--- src/rtl/imem_fetch_ctrl.sv ---
// imem_fetch_ctrl: instruction-fetch sequencer. Owns the PC, drives the
// async-read instruction memory address, and streams {pc, instr} pairs to
// decode through a 2-entry buffer with a valid/ready handshake.
module imem_fetch_ctrl #(
   parameter int                ADDR_W   = 8,
   parameter int                DATA_W   = 32,
   parameter logic [ADDR_W-1:0] RESET_PC = 8'h00,
   parameter logic [ADDR_W-1:0] END_PC   = 8'h44
) (
   input  logic              clk,
   input  logic              rst_n,
   input  logic              start,
   output logic [ADDR_W-1:0] imem_addr,
   input  logic [DATA_W-1:0] imem_instr,
   input  logic              redirect_valid,
   input  logic [ADDR_W-1:0] redirect_pc,
   output logic              out_valid,
   input  logic              out_ready,
   output logic [DATA_W-1:0] out_instr,
   output logic [ADDR_W-1:0] out_pc,
   output logic              busy,
   output logic              done
);

   typedef enum logic [1:0] {IDLE, FETCH, DRAIN, DONE} state_t;

   typedef struct packed {
      logic [ADDR_W-1:0] pc;
      logic [DATA_W-1:0] instr;
   } entry_t;

   state_t            state;
   logic [ADDR_W-1:0] pc;
   logic [1:0]        count;
   entry_t            head;     // entry presented to decode
   entry_t            tail;     // second entry, valid only when count==2
   entry_t            new_ent;
   logic              pop, push, redir;
   logic [1:0]        count_nxt;

   // Handshake decode; a redirect suppresses this cycle's push.
   always_comb begin
      pop       = out_valid & out_ready;
      redir     = redirect_valid & ((state == FETCH) | (state == DRAIN));
      push      = (state == FETCH) & ((count < 2'd2) | pop) & ~redirect_valid;
      count_nxt = count + {1'b0, push} - {1'b0, pop};
      new_ent   = '{pc: pc, instr: imem_instr};
   end

   // FSM, PC and buffer state; redirect outranks every other update.
   always_ff @(posedge clk) begin
      if (!rst_n) begin
         state <= IDLE;
         pc    <= RESET_PC;
         count <= 2'd0;
         head  <= '0;
         tail  <= '0;
      end else if (redir) begin
         count <= 2'd0;
         pc    <= {redirect_pc[ADDR_W-1:2], 2'b00};
         state <= FETCH;
      end else begin
         if (pop && push) begin
            if (count == 2'd2) begin
               head <= tail;
               tail <= new_ent;
            end else begin
               head <= new_ent;
            end
         end else if (pop) begin
            head <= tail;
         end else if (push) begin
            if (count == 2'd0) head <= new_ent;
            else               tail <= new_ent;
         end
         count <= count_nxt;
         if (push) pc <= pc + ADDR_W'(4);

         case (state)
            IDLE, DONE: if (start) begin
               state <= FETCH;
               pc    <= RESET_PC;
            end
            FETCH: if (push && pc == END_PC) state <= DRAIN;
            DRAIN: if (count_nxt == 2'd0) state <= DONE;
            default: state <= IDLE;
         endcase
      end
   end

   // Outputs are direct decodes of registered state.
   always_comb begin
      imem_addr = pc;
      out_valid = (count != 2'd0);
      out_pc    = head.pc;
      out_instr = head.instr;
      busy      = (state == FETCH) | (state == DRAIN);
      done      = (state == DONE);
   end

endmodule

--- config.mk ---
export PLATFORM = sky130hd
export DESIGN_NAME = imem_fetch_ctrl
export DESIGN_NICKNAME = d
export VERILOG_FILES = /design/src/rtl/imem_fetch_ctrl.sv
export SDC_FILE = /design/constraint.sdc
export NUM_CORES = 1
export LEC_CHECK = 0
export BUFFER_PORTS_ARGS = -buffer_cell sky130_fd_sc_hd__buf_2
export CORE_MARGIN = 3
export CORE_UTILIZATION = 48
export DETAILED_ROUTE_END_ITERATION = 16
export GPL_ROUTABILITY_DRIVEN = 0
export GPL_TIMING_DRIVEN = 0
export PLACE_DENSITY = 0.75
export SLEW_MARGIN = 20
export SYNTH_ARGS = -nofsm -noshare
export SYNTH_HDL_FRONTEND = slang
export SYNTH_SLANG_ARGS = --single-unit
--- constraint.sdc ---
create_clock -name clk -period 2.7 [get_ports clk]
set_input_delay 0.135 -clock clk [delete_from_list [all_inputs] [get_ports clk]]
set_output_delay 0.135 -clock clk [all_outputs]
set_load 0.1 [all_outputs]
==> impl.org <==
** Final layout
- Counting the fill cells in the layout gives 740.
- Compared with the post-synthesis result, the final layout area differs by 23.0%.
- Number of antenna repair diodes :: 0
- Design Area, Final :: 5030 µm²
- Once layout is complete, the cells apart from fillers number 657.
- Layout Utilization :: 60.9%
- Proportion of layout cells with a drive suffix above 1 :: 24.8%
- For this run, the post-layout net count is 601.

** Floorplanning
- The initial utilization of the core area, before any placement, comes to 49.5%.
- The core region is 8260 µm².
- Number of rows created at floorplan :: 33
- The floorplan step defined a die boundary enclosing roughly 9700 µm².
- Width of the die :: around 98 µm
- From bottom edge to top edge, the die measures 98.3 µm.
- 96 I/O pins were placed.

** Synthesis
- Measured against the total synthesized area, the mux share comes to approximately a tenth.
- Gate count after technology mapping :: 439
- Post-synthesis share of cell area spent on xor and xnor gates :: about 1.7%
- Syn nets :: 493
- The number of different library cells used by synthesis comes to 34.
- The synthesized netlist devotes between 2 and 3% of its cell area to adder and majority cells.
- Of the synthesized area, sequential elements account for 45.1%.
- The synthesized netlist devotes a little over a fifth of its cell area to compound gates.
- By area, the combinational part of the netlist is dominated by compound AO/OA/AOI/OAI gates.
- Simple-gate share of the synthesized area :: 15.7%
- Yosys printed 0 warnings.
- The synthesized design contains 92 register bits.
- Dividing the synthesized area by the synthesized cell count gives 9.31 µm².
- Summing every instance area after synthesis gives ~4100 µm².

** Place
- During placement, the flow inserted port buffers numbering 92.
- Counting tap cells, the placed design contains a total of 636 instances.
- The wire-length estimate of the detail-placed layout is 6860 µm.
- Summing all placed instances gives a cell area of 4680 µm².

** STA
- Total setup violations reported at the end of the flow :: 0
- Count of pins over their slew limit :: 0
- The worst path in the final design needs a cycle of 2.57 ns, including I/O delays and setup.
- Period Utilization, post-route :: between 90% and 100%
- The number of endpoints with negative hold slack in the final report came to 0.
- Maximum frequency from static timing analysis :: roughly 390 MHz
- Post-Route Hold Slack :: 0.00828 ns
- Tightest Pin Transition :: 0.643 ns
- In this run the tightest slew margin relative to its limit is 57.1%.
- Setup clock skew after layout :: a little over 0.009 ns

** CTS
- The later pin in the worst-skew pair is clocked with a latency of 0.36 ns.
- TritonCTS created 9 clock buffers.
- TritonCTS built the clock tree.
- The cell sitting at the root of the clock tree is a clkbuf_8.
- Clock Sink Count :: 92
- Clock-pin slew was measured on the worst setup and hold paths at 0.09 ns.
- Largest buffer count on any clock path :: 2
- Count of H-tree levels built during CTS :: 3

** Routing
- The first detailed-routing pass ran for 4 iterations.
- For this block, the initial DRC count from the detailed router was 65.
- After detailed routing, the number of remaining DRC violations is 0.
- The routed layout has ~3400 vias.
- Routed len/inst :: 14.7 µm
- In this run the remaining antenna-violating nets after routing total 0.
- Using the TritonRoute via totals, the vias-per-cell ratio works out to approximately 5.2.
- For this block, the routed nets add up to 9650 µm of wire.

** Status
- Run status :: complete, no violations

** Worst setup path
- Source of the worst register-to-register timing path :: state[1]
- Of all nets on the critical path, the largest fanout is 9.
- The worst register-to-register path has a setup slack of 0.13 ns.
- For the worst setup path, the data required time is 2.95 ns.
- In this run the critical register-to-register path is captured at state[0].
- Critical Path End Type :: register
- The worst setup path is of the reg2reg kind.
- CP startpoint kind :: register
- At the worst endpoint, the arrival time is ~2.8 ns.
- Counting cells, the worst reg-to-reg path comes to 12.

** Hold path
- The worst hold path begins at imem_instr[18].
- The path with the worst hold slack has its endpoint at tail[18].
- Type of the most critical hold path :: in2reg
- Counting instances, the worst hold path has a depth of 3.

** GRT
- Global-route wire length before repair :: between 15000 and 20000 µm
- The number of antenna violations at the first check in global routing came to 0.
- Entering global routing, the biggest net connects 17 pins.
- Number of global-route vias before repair :: around 3400
- Global routing finished with a remaining overflow of 0.
- Across every metal layer, demand over resource in global routing totals between 10% and 20%.

** Job
- Max-cap check violation count :: 0
## logic make-up after synthesis
kind of cell	after synthesis
fa+ha+maj	9
compound gates	100
buf+inv	40
xor+xnor	6
flops	92
mux	39
simple gates	153
## critical path, cell delays in order, from the launching register on
cell and delay (ns):
dfxtp_1 0.34, inv_1 0.08, ha_2 0.19, nor2b_4 0.17
and2_1 0.15, buf_6 0.14, inv_1 0.07, ha_2 0.20
xor3_1 0.38, o21a_1 0.22, a21oi_2 0.12, a41oi_1 0.13
o31a_1 0.26
## state kept, by name (all words and copies together), names as in the netlist, named ones only
| signal | flops |
|---|---|
| tail | 40 |
| out_pc | 8 |
| state | 2 |
| out_instr | 32 |
| imem_addr | 6 |
| count | 2 |
## how the worst max path moves through the flow
stage          startpoint             to  cells after the start
3_5_place_dp     state[1]  out_instr[27]                     12
4_1_cts          state[1]       state[0]                     12
6_report         state[1]       state[0]                     12
5_1_grt          state[1]       state[1]                     12
2_1_floorplan    state[1]       state[0]                     12
3_3_place_gp     state[1]  out_instr[20]                     12
## per-layer routing
layer  vias up  part of all wire, %  wire length (µm)  track usage, %
li1       1724                    -                 -               -
met5         -                    0                 0               0
met1      1621                   45              4350            25.5
met3         8                  6.0               583            4.86
met2        84                   48              4620            33.3
met4         0                 0.94                91            5.99
## timing repair
item | 4_1_cts | 5_1_grt
pin swaps | 0 | 1
gates resized for setup | 5 | 15
hold endpoints to repair | 2 | 0
hold buffers | 2 | 0
endpoints found under the setup margin | 82 | 81
buffers inserted | 0 | 3
## placed cells by master (no fill, tap or decap), types with 2 or more instances in the layout
master	Yosys	routed
and2_1	3	3
nand4_1	4	4
o211a_1	41	41
buf_4	4	4
bufinv_16	0	2
clkbuf_4	0	3
nor2_1	3	2
o21ai_0	2	2
a21oi_1	4	3
nor2b_1	7	6
buf_2	13	101
mux2i_1	39	39
ha_2	0	2
clkbuf_8	0	9
dfxtp_1	92	92
o211ai_1	2	2
clkbuf_1	15	15
nand3_1	2	2
clkinv_4	0	2
nand2_1	124	124
xor2_1	4	4
buf_6	0	4
a21boi_1	40	40
inv_1	8	8
and3_1	6	6
dlygate4sd3_1	0	2
o21a_1	2	2
a22oi_1	3	3
ha_1	9	6
## Yosys cell counts
library cell | n | area (µm²)
dfxtp_1 | 92 | 1840
nand4_1 | 4 | 25.0
xor2_1 | 4 | 35.0
a211oi_2 | 1 | 12.5
o211ai_1 | 2 | 15.0
o31a_1 | 1 | 8.76
mux2i_1 | 39 | 390
o21ai_1 | 1 | 5.00
a21boi_1 | 40 | 300
nor2_1 | 3 | 11.3
inv_1 | 8 | 30.0
nor2b_1 | 7 | 43.8
a21oi_1 | 4 | 20.0
a41oi_1 | 1 | 8.76
a21boi_0 | 1 | 7.51
a22oi_1 | 3 | 22.5
a2111oi_2 | 1 | 15.0
xor3_1 | 1 | 23.8
buf_4 | 4 | 30.0
o211a_1 | 41 | 410
nand3_1 | 2 | 10.0
and2_1 | 3 | 18.8
o21ai_0 | 2 | 10.0
nand2_1 | 124 | 465
clkbuf_1 | 15 | 56.3
o21a_1 | 2 | 15.0
nand2b_1 | 1 | 6.26
ha_1 | 9 | 113
xnor2_1 | 1 | 8.76
nor3_1 | 1 | 5.00
buf_2 | 13 | 65.1
nor4bb_1 | 1 | 10.0
and3_1 | 6 | 37.5
nor3_2 | 1 | 10.0
## area by class of cell
cell class / count / area (µm²) / share of cell area, %
clock buffer: 9 / 124 / 2.46
tap: 105 / 131 / 2.61
timing repair buffer: 97 / 503 / 10.0
clock inverter: 7 / 98.8 / 1.97
multi-input combinational: 307 / 2120 / 42.2
buffer: 32 / 176 / 3.51
sequential: 92 / 1840 / 36.6
inverter: 8 / 30.0 / 0.597
## per-stage QoR
step           setup slack, ns   TNS, ns
5_1_grt               -0.00366  -0.00366
3_5_place_dp            -0.185     -5.54
6_report                 0.128         0
3_3_place_gp            -0.138     -3.43
4_1_cts                 0.0324         0
2_1_floorplan            0.226         0
Power is not shown: default switching activity piles up to over one toggle a cycle in this logic, so the estimate is an artifact.
